## config.mk

```make
export PLATFORM = sky130hd
export DESIGN_NAME = flag_set_scheduler
export DESIGN_NICKNAME = d
export VERILOG_FILES = /design/src/rtl/flag_set_scheduler_pkg.sv /design/src/rtl/flag_set_scheduler_rr_arbiter.sv /design/src/rtl/flag_set_scheduler.sv
export SDC_FILE = /design/constraint.sdc
export NUM_CORES = 1
export LEC_CHECK = 0
export BUFFER_PORTS_ARGS = -buffer_cell sky130_fd_sc_hd__buf_2
export CAP_MARGIN = 20
export CORE_MARGIN = 1.5
export CORE_UTILIZATION = 54
export DETAILED_ROUTE_END_ITERATION = 7
export PLACE_DENSITY = 0.83
export SYNTH_ARGS = -nofsm -noshare
export SYNTH_HDL_FRONTEND = slang
export SYNTH_SLANG_ARGS = --single-unit
```

## constraint.sdc

```tcl
create_clock -name clk -period 4.85 [get_ports clk]
set_input_delay 0.97 -clock clk [delete_from_list [all_inputs] [get_ports clk]]
set_output_delay 0.97 -clock clk [all_outputs]
set_load 0.01 [all_outputs]
```

## src/rtl/flag_set_scheduler_pkg.sv

```systemverilog
// Shared types and helpers for the flag set scheduler: FSM state encoding,
// the default key pattern and width helpers for the owner index and counters.
package flag_sched_pkg;

    typedef enum logic [2:0] {
        IDLE  = 3'd0,
        CLEAR = 3'd1,
        DRIVE = 3'd2,
        WAIT  = 3'd3,
        GAP   = 3'd4
    } sched_state_e;

    // Pattern the destination-domain synchroniser recognises as a flag set.
    localparam logic [15:0] KEY_DEFAULT = 16'h12AB;

    // Width of an index over n requesters; never narrower than one bit.
    function automatic int owner_width(input int n);
        return (n < 32'sd2) ? 32'sd1 : $clog2(n);
    endfunction

    // Width of a counter that must be able to hold the value maxval.
    function automatic int count_width(input int maxval);
        return (maxval < 32'sd1) ? 32'sd1 : $clog2(maxval + 32'sd1);
    endfunction

endpackage

```

## src/rtl/flag_set_scheduler_rr_arbiter.sv

```systemverilog
// Round-robin search: returns the first set request bit at or after the
// pointer, wrapping past the top bit. Purely combinational.
module rr_arbiter #(
    parameter int NREQ = 4,
    parameter int IW   = 2
) (
    input  logic [NREQ-1:0] req,
    input  logic [IW-1:0]   ptr,
    output logic [IW-1:0]   idx,
    output logic            valid
);

    localparam int SW = IW + 1;

    logic [NREQ-1:0] rot_s;
    logic [IW-1:0]   off_s;
    logic            found_s;
    logic [SW-1:0]   sum_s;

    // Rotate so that the pointer position lands on bit 0.
    assign rot_s = NREQ'({req, req} >> ptr);

    // Lowest set bit of the rotated vector is the distance from the pointer.
    always_comb begin
        off_s   = {IW{1'b0}};
        found_s = 1'b0;
        for (int k = 0; k < NREQ; k++) begin
            off_s   = (!found_s && rot_s[k]) ? IW'(k) : off_s;
            found_s = found_s | rot_s[k];
        end
    end

    assign sum_s = {1'b0, ptr} + {1'b0, off_s};
    assign idx   = (sum_s >= SW'(NREQ)) ? IW'(sum_s - SW'(NREQ)) : IW'(sum_s);
    assign valid = found_s;

endmodule

```

## src/rtl/flag_set_scheduler.sv

```systemverilog
// Round-robin owner of one cross-domain flag synchroniser. Each grant pulses
// the flag clear, drives the key pattern for HOLD cycles, waits for the
// returned flag edge, acknowledges the owner and then idles for GAP cycles.
// Optional WAIT timeout is built in when FLAG_SCHED_TIMEOUT_EN is defined.
module flag_set_scheduler #(
    parameter int          NREQ = 4,
    parameter logic [15:0] KEY  = flag_sched_pkg::KEY_DEFAULT,
    parameter int          HOLD = 4,
    parameter int          GAP  = 2,
    parameter int          TMO  = 255,
    localparam int         OW   = flag_sched_pkg::owner_width(NREQ)
) (
    input  logic            clk,
    input  logic            reset,
    input  logic [NREQ-1:0] req,
    output logic [NREQ-1:0] ack,
    output logic [15:0]     set_pulse,
    output logic            rst_pulse,
    input  logic            flag_seen,
    output logic [OW-1:0]   owner,
    output logic            busy,
    output logic            timeout_err
);

    import flag_sched_pkg::*;

    localparam int CW = count_width((HOLD > GAP) ? HOLD : GAP);

    sched_state_e    state_r;
    logic [OW-1:0]   owner_r;
    logic [OW-1:0]   ptr_r;
    logic [CW-1:0]   cnt_r;
    logic            flag_prev_r;
    logic [NREQ-1:0] ack_r;
    logic [15:0]     set_r;
    logic            rst_r;
    logic            busy_r;

    logic [OW-1:0]   grant_idx_s;
    logic            grant_valid_s;
    logic [OW-1:0]   ptr_next_s;
    logic            flag_rise_s;
    logic            wait_expire_s;
    logic [NREQ-1:0] owner_onehot_s;

    rr_arbiter #(
        .NREQ (NREQ),
        .IW   (OW)
    ) u_rr_arbiter (
        .req   (req),
        .ptr   (ptr_r),
        .idx   (grant_idx_s),
        .valid (grant_valid_s)
    );

    assign ptr_next_s     = (grant_idx_s == OW'(NREQ - 1)) ? {OW{1'b0}} : grant_idx_s + {{(OW-1){1'b0}}, 1'b1};
    // Only a fresh 0->1 transition counts; a level already high is stale.
    assign flag_rise_s    = flag_seen & ~flag_prev_r;
    assign owner_onehot_s = {{(NREQ-1){1'b0}}, 1'b1} << owner_r;

`ifdef FLAG_SCHED_TIMEOUT_EN
    localparam int TW = count_width(TMO);

    logic [TW-1:0] wait_cnt_r;
    logic          tmo_r;

    assign wait_expire_s = (state_r == WAIT) && (wait_cnt_r == TW'(TMO - 1));

    // Cycles spent in WAIT; cleared whenever the FSM is elsewhere.
    always_ff @(posedge clk) begin
        if (reset) begin
            wait_cnt_r <= {TW{1'b0}};
        end else if (state_r == WAIT) begin
            wait_cnt_r <= wait_cnt_r + {{(TW-1){1'b0}}, 1'b1};
        end else begin
            wait_cnt_r <= {TW{1'b0}};
        end
    end

    // Error pulse only when the budget runs out without a flag edge.
    always_ff @(posedge clk) begin
        if (reset) begin
            tmo_r <= 1'b0;
        end else begin
            tmo_r <= wait_expire_s & ~flag_rise_s;
        end
    end

    assign timeout_err = tmo_r;
`else
    // TMO only matters when the timeout is built in.
    logic unused_tmo_s;
    assign unused_tmo_s  = (TMO > 32'sd0);
    assign wait_expire_s = 1'b0;
    assign timeout_err   = 1'b0;
`endif

    // Main FSM with registered synchroniser outputs, ack and busy.
    always_ff @(posedge clk) begin
        if (reset) begin
            state_r     <= IDLE;
            owner_r     <= {OW{1'b0}};
            ptr_r       <= {OW{1'b0}};
            cnt_r       <= {CW{1'b0}};
            flag_prev_r <= 1'b0;
            ack_r       <= {NREQ{1'b0}};
            set_r       <= 16'h0000;
            rst_r       <= 1'b0;
            busy_r      <= 1'b0;
        end else begin
            flag_prev_r <= flag_seen;
            ack_r       <= {NREQ{1'b0}};
            rst_r       <= 1'b0;
            case (state_r)
                IDLE: begin
                    set_r <= 16'h0000;
                    if (grant_valid_s) begin
                        owner_r <= grant_idx_s;
                        ptr_r   <= ptr_next_s;
                        state_r <= CLEAR;
                        busy_r  <= 1'b1;
                    end else begin
                        busy_r  <= 1'b0;
                    end
                end
                CLEAR: begin
                    rst_r   <= 1'b1;
                    set_r   <= 16'h0000;
                    cnt_r   <= {CW{1'b0}};
                    state_r <= DRIVE;
                end
                DRIVE: begin
                    if (cnt_r == CW'(HOLD)) begin
                        set_r   <= 16'h0000;
                        cnt_r   <= {CW{1'b0}};
                        state_r <= WAIT;
                    end else begin
                        set_r   <= KEY;
                        cnt_r   <= cnt_r + {{(CW-1){1'b0}}, 1'b1};
                    end
                end
                WAIT: begin
                    set_r <= 16'h0000;
                    if (flag_rise_s || wait_expire_s) begin
                        ack_r <= owner_onehot_s;
                        cnt_r <= {CW{1'b0}};
                        if (GAP == 32'sd0) begin
                            state_r <= IDLE;
                            busy_r  <= 1'b0;
                        end else begin
                            state_r <= flag_sched_pkg::GAP;
                        end
                    end else begin
                        state_r <= WAIT;
                    end
                end
                flag_sched_pkg::GAP: begin
                    set_r <= 16'h0000;
                    if (cnt_r == CW'(GAP)) begin
                        cnt_r   <= {CW{1'b0}};
                        state_r <= IDLE;
                        busy_r  <= 1'b0;
                    end else begin
                        cnt_r   <= cnt_r + {{(CW-1){1'b0}}, 1'b1};
                    end
                end
                default: begin
                    state_r <= IDLE;
                    set_r   <= 16'h0000;
                    cnt_r   <= {CW{1'b0}};
                    busy_r  <= 1'b0;
                end
            endcase
        end
    end

    assign ack       = ack_r;
    assign set_pulse = set_r;
    assign rst_pulse = rst_r;
    assign owner     = owner_r;
    assign busy      = busy_r;

endmodule
```

==> results of run 1 <==
final cells by class:
cell class | count | share of cell area [%]
inverter | 2 | 0.653
multi-input combinational | 97 | 52.8
tap | 27 | 2.94
sequential | 18 | 31.3
clock buffer | 4 | 3.16
timing repair buffer | 21 | 9.14
synth_stat cells (all sizes together), types with 2 or more instances:
library cell,n
nor3,4
inv,2
buf,21
a21oi,5
clkbuf,3
ha,4
nor2,23
a22oi,2
nor4b,3
nor2b,5
nor3b,2
dfxtp,18
o2111ai,2
nor4,4
a211oi,3
o21ai,4
nand2,7
and3,2
xor2,2
registers in the layout, indices dropped and copies added (netlist names):
signal / flops
ack: 4
cnt_r: 3
state_r: 3
owner: 2
ptr_r: 2
busy: 1
flag_prev_r: 1
rst_pulse: 1
set_pulse: 1
metrics by stage:
step / utilization, % / total power (W)
after floorplan: - / 0.000342
after global placement: 56.8 / 0.000348
after detailed placement: 56.8 / 0.000355
after CTS: 58.6 / 0.000445
after global routing: 58.6 / 0.000474
final: 58.6 / 0.000442
final timing paths:
| check | end | slack, ns | depth (start not counted) |
|---|---|---|---|
| worst max register to register | ptr_r[1] | 2.38 | 7 |
| worst min register to register | ack[2] | 0.49 | 2 |
| worst max-delay path | ptr_r[1] | 2.03 | 8 |
| worst min-delay path | ack[2] | 0.49 | 2 |
power by group:
| group | internal [W] | switching (W) |
|---|---|---|
| combinational | 0.0000726 | 0.0000783 |
| sequential | 0.000168 | 0.0000332 |
| clock | 0.0000457 | 0.0000442 |
| total | 0.000286 | 0.000156 |
worst min-delay path, delay by kind of cell, from the launching register on:
kind	cells	cell delay [ns]
flops	1	0.36
simple gates	2	0.10
layout by cell type (no fill, tap or decap), types with 2 or more instances in the layout:
master | Yosys | final
nor2_1 | 22 | 22
buf_2 | 2 | 21
dfxtp_1 | 18 | 18
conb_1 | 1 | 10
nand2_1 | 7 | 7
nor2b_1 | 5 | 5
a21oi_1 | 4 | 4
nor3_1 | 4 | 4
ha_1 | 4 | 4
nor4_1 | 3 | 3
a211oi_1 | 3 | 3
clkbuf_4 | 0 | 3
a22oi_1 | 2 | 2
o21ai_0 | 2 | 2
o2111ai_1 | 2 | 2
inv_1 | 2 | 2
and3_1 | 2 | 2
nor4b_1 | 2 | 2
xor2_1 | 2 | 2
per-layer routing:
layer / up-vias / GRT usage, % / part of all wire [%]
met3: 4 / 1.23 / 4.5
met1: 400 / 20.9 / 45
li1: 451 / - / -
met4: 0 / 9.52 / 2.3
met5: - / 0 / 0
met2: 32 / 26.4 / 48
cell families (layout without fill, tap and decap cells):
logic type               after synthesis  in the layout  share of synthesized area, %
buffers and inverters                 26             27                          16.4
AND/OR/NAND/NOR                       56             56                          27.6
AO/OA/AOI/OAI                         22             22                          14.4
multiplexers                           2              2                          2.24
adder cells (fa/ha/maj)                4              4                          4.48
XOR/XNOR                               3              3                          2.35
flip-flops                            18             18                          32.3
other                                  1             10                         0.336
==> impl_metrics.ini, run 1 <==
[worst_setup_path]
worstSetupStartpoint = req[0]
cp_max_fo = 8
crit_slowest_cell = or4_2
cpLargestDelayFamily = simple AND/OR/NAND/NOR gates
worstPathRequired_ns = 5.03
cp-end-kind = register
max_stage_delay_ns = 0.64
path_buf_inv = 1
crit_chain = buf_2 > or4_2 > o2111ai_1 > ha_1 > xor2_1 > and3_1 > o21ai_2 > mux2_4
regToRegStartpoint = ptr_r[0]
worstSetupStartpointType = input port
worst-setup-path-type = input port to register
crit_arrival_ns = 3.00

[yosys]
post_synth_instance_area_um2 = 1120
synth_warnings = 0
ys_ff_latch = 18
async_reset_ff_share_pct = 0
synth.top_cell.area_share_pct = 32.3
synthFlopType = dfxtp_1
yosysTopAreaCell = dfxtp_1
syn-instance-count = 132
synth_area_leaders = dfxtp_1 32%, buf_4 11%, nor2_1 7.4%
ys_seq_area_share_pct = 32.3
yosysUniqueCellTypes = 44
synth.avg_cell_area_um2 = 8.46
synth-edff-count = 0

[global_routing]
grt_pass1_wl_um = 3090
grt_pass1_vias = 751
track_usage_pct = 16.1
grt_start_max_net_pins = 18
overflow = 0
grt_antenna_before_repair = 0

[clock_tree]
clkTransAtPathRegs_ns = 0.10
holdBufCountCts = 0
cts_sinks = 18
cts-root-buf = clkbuf_4
cts_buffers = 3
cts_tree = yes
clock_tree.buffer_depth = 2
cts_resized = 0
clk_latency_ns = 0.29
cts_htree_levels = 1
post_cts_buffers = 0

[sta]
slew_headroom_pct = 57.1
rsz0062_at_grt = false
fin_crit_sh_pct = 58.1
setup_viol = 0
fmax_mhz = 355
fin_skew_ns = 0.00247
tns_ns = 0
finalHoldViolations = 0
fin_ws_ns = 2.03
maxSlewViolCount = 0
worstMarginPinSlew_ns = 0.638
holdWs_ns = 0.488
final.min_clock_period_ns = 2.82

[outcome]
status = finished, final reports clean

[die]
fp.dieW_um = 48.5
die_area_um2 = 2350
boundaryPins = 32
initial_core_util_pct = 56.9
rows = 16
core-area_um2 = 1960
die_y_um = 48.5

[placement]
hpwl_um = 1350
gp_congestion = 0.754
dpl.cell_count = 165
port_buffers = 21
place_area_um2 = 1110
place_ws_ns = 1.73

[layout]
multiInputGateArea_um2 = 607
regArea_um2 = 360
diodes = 0
stdcell_count = 169
design_area_um2 = 1150
fillCellCount = 203
drive_gt1_share_pct = 24.6
syn2layout_area_growth_pct = 3.03
nets = 154

[detailed_routing]
final_antenna_net_count = 0
post_drt_wl_per_cell_um = 10.3
firstDrtPassIters = 4
drt_iter0_drc = 15
drc_errors = 0
vias = 887
via_per_inst = 5.25
wl_um = 1730

[pwr]
p_leak_nw = 0.520
power.density_nw_per_um2 = 384
vdd_ir_drop_max_mv = 0.210

[min_path]
hp-class = register to register
hold_path_startpoint = owner[1]

[job]
cap_viol_max_count = 0
No activity file was read; power rests on OpenSTA's default activity.
==> run 2: changes to the inputs <==
--- a/config.mk
+++ b/config.mk
@@ -8,9 +8,9 @@
 export BUFFER_PORTS_ARGS = -buffer_cell sky130_fd_sc_hd__buf_2
 export CAP_MARGIN = 20
 export CORE_MARGIN = 1.5
-export CORE_UTILIZATION = 54
+export CORE_UTILIZATION = 46
 export DETAILED_ROUTE_END_ITERATION = 7
-export PLACE_DENSITY = 0.83
+export PLACE_DENSITY = 0.75
 export SYNTH_ARGS = -nofsm -noshare
 export SYNTH_HDL_FRONTEND = slang
 export SYNTH_SLANG_ARGS = --single-unit
==> constraint.sdc (replaced) <==
create_clock -name clk -period 2.4 [get_ports clk]
set_input_delay 0.48 -clock clk [delete_from_list [all_inputs] [get_ports clk]]
set_output_delay 0.48 -clock clk [all_outputs]
set_load 0.01 [all_outputs]
==> run 2 against run 1 <==
Critical path depth decreased by 1. First-iteration DRC count rose by 13%. Sequential share of layout area decreased by 1.2 points. Highest routed layer unchanged. Die area increased by 16%. Global-route usage up 0.24 points.
==> impl_metrics.ini, run 2 (synthesis gave the netlist of run 1 again) <==
[layout]
multiInputGateArea_um2 = 616
largest_reg_flops = 4
syn2layout_area_growth_pct = 7.40
fillCellCount = 236
layout_common_cells = 22 x nor2_1, 21 x buf_2, 17 x dfxtp_1
final_common_cell = nor2_1
regArea_um2 = 362
diodes = 0
drive_gt1_share_pct = 28.6
nets = 159

[clock_tree]
cts_htree_levels = 1
cts_buffers = 3
clkTransAtPathRegs_ns = 0.11
post_cts_buffers = 0
cts-root-buf = clkbuf_4
holdBufCountCts = 0
cts_tree = yes
clock_tree.buffer_depth = 2
clk_latency_ns = 0.30
cts_sinks = 18
cts_resized = 0

[placement]
gp_congestion = 0.785
port_buffers = 21
hpwl_um = 1430

[job]
cap_viol_max_count = 0

[worst_setup_path]
crit_chain = or4_4 > o2111ai_2 > ha_1 > xor2_1 > and3_1 > o21ai_2 > mux2_4
worst-setup-path-type = register to register
crit_slowest_cell = or4_4
max_stage_delay_ns = 0.54
crit_arrival_ns = 2.40
worstSetupStartpointType = register
cp-end-kind = register
worstPathRequired_ns = 2.60
reg2reg_depth = 7
cp_max_fo = 11

[die]
boundaryPins = 32
die_area_um2 = 2730
initial_core_util_pct = 49.5
core-area_um2 = 2250
rows = 17
die_y_um = 52.3
fp.dieW_um = 52.3

[detailed_routing]
drc_errors = 0
drt_iter0_drc = 17
final_antenna_net_count = 0
highest_layer = met4
vias = 905
wl_um = 1950
met3WireLength_um = 110
met1_length_um = 910
routed-wl-met2_um = 899
post_drt_wl_per_cell_um = 11.1
firstDrtPassIters = 4
via_per_inst = 5.17

[sta]
worstMarginPinSlew_ns = 0.634
holdWs_ns = 0.391
rsz0062_at_grt = false
setup_viol = 0
fmax_mhz = 456
tns_ns = 0
finalHoldViolations = 0
maxSlewViolCount = 0
fin_crit_sh_pct = 91.4
slew_headroom_pct = 57.4
final.min_clock_period_ns = 2.19
fin_skew_ns = 0.0101

[global_routing]
grt_pass1_wl_um = 3290
grt_pass1_vias = 743
track_usage_pct = 16.3
overflow = 0
grt_antenna_before_repair = 0
grt_start_max_net_pins = 18

[pwr]
p_comb_share_pct = 35.9
pwr-share-seq_pct = 43.6
switchingPower_w = 0.000334
clockPowerShare_pct = 20.5
p_leak_nw = 0.550
vdd_ir_drop_max_mv = 0.309
power.density_nw_per_um2 = 778
p_sw_share_pct = 35.8
power.internal_w = 0.000599

[outcome]
status = finished, final reports clean

[min_path]
holdPathStages = 2
hp-class = input port to register
run 2: cell count changes in the layout (fill, tap and decap cells not counted), sizes merged:
cell  change
buf       +5
run 2: cell type report:
| type | count | area share, % |
|---|---|---|
| clock buffers | 4 | 3.03 |
| multi-input cells | 97 | 51.4 |
| flip-flops and latches | 18 | 30.2 |
| repair buffers | 26 | 11.9 |
| inverters | 2 | 0.626 |
| well taps | 28 | 2.92 |
run 2: worst paths after layout:
check	startpoint	endpoint	slack (ns)
worst max-delay path	ptr_r[0]	ptr_r[1]	0.21
worst min-delay path	flag_seen	flag_prev_r	0.39
worst min register to register	owner[1]	ack[2]	0.52
worst max register to register	ptr_r[0]	ptr_r[1]	0.21
run 2: stage by stage:
stage	total power (W)	std cells	util, %	setup WS (ns)	cell area, um^2
floorplan	0.000696	141	-	0.0731	1160
global placement	0.000731	171	51.5	0.0635	1160
detailed placement	0.000743	171	51.5	0.0321	1160
CTS	0.000936	175	53.1	0.143	1200
global route	0.00100	175	53.2	0.119	1200
finish	0.000933	175	53.2	0.207	1200
run 2: layer usage:
metal | vias up | global-route usage (%)
met5 | - | 0
met4 | 0 | 6.41
met3 | 4 | 3.43
met2 | 27 | 26.2
met1 | 414 | 21.5
li1 | 460 | -
run 2: power groups by stage:
stage | Clock, W | Combinational [W] | Sequential [W]
floorplan | 0 | 0.000316 | 0.000380
CTS | 0.000197 | 0.000335 | 0.000405
global placement | 0 | 0.000321 | 0.000410
global route | 0.000211 | 0.000373 | 0.000417
finish | 0.000191 | 0.000334 | 0.000407
detailed placement | 0 | 0.000331 | 0.000412
run 2: critical path: cells and delay by family, from the launching register on:
family | cells | cell delay (ns)
fa+ha+maj | 1 | 0.28
xor+xnor | 1 | 0.20
compound gates | 2 | 0.16
mux | 1 | 0.32
flops | 1 | 0.39
simple gates | 2 | 0.74
==> run 3: changes to the inputs <==
--- a/config.mk
+++ b/config.mk
@@ -5,12 +5,14 @@
 export SDC_FILE = /design/constraint.sdc
 export NUM_CORES = 1
 export LEC_CHECK = 0
-export BUFFER_PORTS_ARGS = -buffer_cell sky130_fd_sc_hd__buf_2
+export BUFFER_PORTS_ARGS = -buffer_cell sky130_fd_sc_hd__buf_4
 export CAP_MARGIN = 20
+export CELL_PAD_IN_SITES_DETAIL_PLACEMENT = 1
+export CELL_PAD_IN_SITES_GLOBAL_PLACEMENT = 2
 export CORE_MARGIN = 1.5
-export CORE_UTILIZATION = 46
+export CORE_UTILIZATION = 29
 export DETAILED_ROUTE_END_ITERATION = 7
-export PLACE_DENSITY = 0.75
+export PLACE_DENSITY_LB_ADDON = 0.1
 export SYNTH_ARGS = -nofsm -noshare
 export SYNTH_HDL_FRONTEND = slang
 export SYNTH_SLANG_ARGS = --single-unit
==> constraint.sdc (replaced) <==
create_clock -name clk -period 2.1 [get_ports clk]
set_input_delay 0.42 -clock clk [delete_from_list [all_inputs] [get_ports clk]]
set_output_delay 0.42 -clock clk [all_outputs]
set_load 0.01 [all_outputs]
==> run 3 against run 2 <==
Final area increased by 16%. Clock skew decreased by 0.0094 ns. Critical path type unchanged. Global-route usage decreased by 3.6 points. Final cell count increased by 17%. Sequential share of layout area decreased by 4.1 points. Die area increased by 55%. The run now ends with setup timing left. Power increased by 31%. First-iteration DRC count decreased by 18%. Non-clock buffer count increased by 10.
==> impl_metrics.ini, run 3 (synthesis gave the netlist of run 1 again) <==
[worst_setup_path]
rrSetupSlack_ns = -0.0007
r2r_end = ptr_r[1]
max_stage_delay_ns = 0.53
crit_slowest_cell = or4_4
crit_arrival_ns = 2.24
path_buf_inv = 0
worst-setup-path-type = register to register
regToRegStartpoint = ptr_r[0]
cp-end-kind = register
cpLargestDelayFamily = simple AND/OR/NAND/NOR gates
crit_chain = or4_4 > o2111ai_4 > ha_4 > xor2_2 > and3_1 > o21ai_2 > mux2_4
worstSetupStartpointType = register
worstPathRequired_ns = 2.24
cp_max_fo = 7
reg2reg_depth = 7

[detailed_routing]
final_antenna_net_count = 0
met1_length_um = 1040
drt_iter0_drc = 14
routed-wl-met2_um = 1390
met3WireLength_um = 69
firstDrtPassIters = 4
wl_um = 2520
post_drt_wl_per_cell_um = 12.4
vias = 947
highest_layer = met4
via_per_inst = 4.64
drc_errors = 0

[placement]
port_buffers = 21
dpl.cell_count = 199
gp_congestion = 0.726
hpwl_um = 1980
place_area_um2 = 1300

[global_routing]
grt_pass1_vias = 1001
grt_antenna_before_repair = 0
grt_start_max_net_pins = 18
track_usage_pct = 12.8
grt_pass1_wl_um = 4250
overflow = 0

[sta]
setup_viol = 1
finalHoldViolations = 0
fin_skew_ns = 0.000661
final.min_clock_period_ns = 2.10
rsz0062_at_grt = true
fmax_mhz = 476
fin_crit_sh_pct = 100
fin_ws_ns = -0.000671
maxSlewViolCount = 0
tns_ns = -0.000671

[layout]
drive_gt1_share_pct = 34.6
final_common_cell = buf_4
diodes = 0
design_area_um2 = 1400
largest_reg_flops = 4
nets = 169
stdcell_count = 204
syn2layout_area_growth_pct = 25.0
fillCellCount = 458
layout_common_cells = 36 x buf_4, 22 x nor2_1, 17 x dfxtp_1

[clock_tree]
cts_buffers = 3
clkTransAtPathRegs_ns = 0.07
cts_sinks = 18
cts-root-buf = clkbuf_8
clk_latency_ns = 0.25
cts_tree = yes
clock_tree.buffer_depth = 2
cts_htree_levels = 1
holdBufCountCts = 0

[pwr]
p_leak_nw = 0.608
vdd_ir_drop_max_mv = 0.456
power.density_nw_per_um2 = 875
p_total_w = 0.00122

[min_path]
holdPathStages = 2
hold_end = flag_prev_r
hp-class = input port to register
hold_path_startpoint = flag_seen

[die]
boundaryPins = 32
die_y_um = 65.0
rows = 22
die_area_um2 = 4230
core-area_um2 = 3690
initial_core_util_pct = 30.3
fp.dieW_um = 65.0

[outcome]
status = finished with violations
violations = setup timing

[job]
cap_viol_max_count = 0
## run 3: final cells by class
type | instances | area, um^2 | area share (%)
multi-input cells | 97 | 652 | 46.7
flip-flops and latches | 18 | 364 | 26.1
repair buffers | 36 | 270 | 19.4
well taps | 48 | 60.1 | 4.30
clock buffers | 3 | 41.3 | 2.96
inverters | 2 | 7.51 | 0.538
## run 3: worst max path at each step
stage	depth (start not counted)	start	end
final	7	ptr_r[0]	ptr_r[1]
after global routing	7	ptr_r[0]	ptr_r[1]
after global placement	8	req[2]	ptr_r[1]
after detailed placement	8	req[2]	ptr_r[1]
after floorplan	8	req[0]	ptr_r[1]
after CTS	7	ptr_r[0]	ptr_r[1]
## run 3: metal layers
| metal | track usage (%) | up-vias |
|---|---|---|
| met5 | 0 | - |
| met4 | 5.21 | 0 |
| met3 | 1.74 | 2 |
| met2 | 26.3 | 20 |
| met1 | 12.4 | 449 |
| li1 | - | 476 |
## run 3: power by group
group	switching [W]	internal, W	total, W
sequential	0.0000706	0.000391	0.000462
clock	0.000108	0.000127	0.000235
combinational	0.000245	0.000279	0.000524
total	0.000423	0.000797	0.00122
## run 3: what timing repair did
action,CTS,global route
setup buffers,2,0
pin swaps,3,0
hold endpoints to repair,0,0
setup endpoints to repair,1,1
resized for setup,5,1
## run 3: metrics by stage
step	setup WS (ns)	utilization, %	hold slack (ns)
finish	-0.000671	37.8	0.400
floorplan	-0.134	-	0.477
global placement	-0.180	35.2	0.487
detailed placement	-0.245	35.2	0.504
global route	-0.0601	37.8	0.403
CTS	0.00311	37.7	0.404
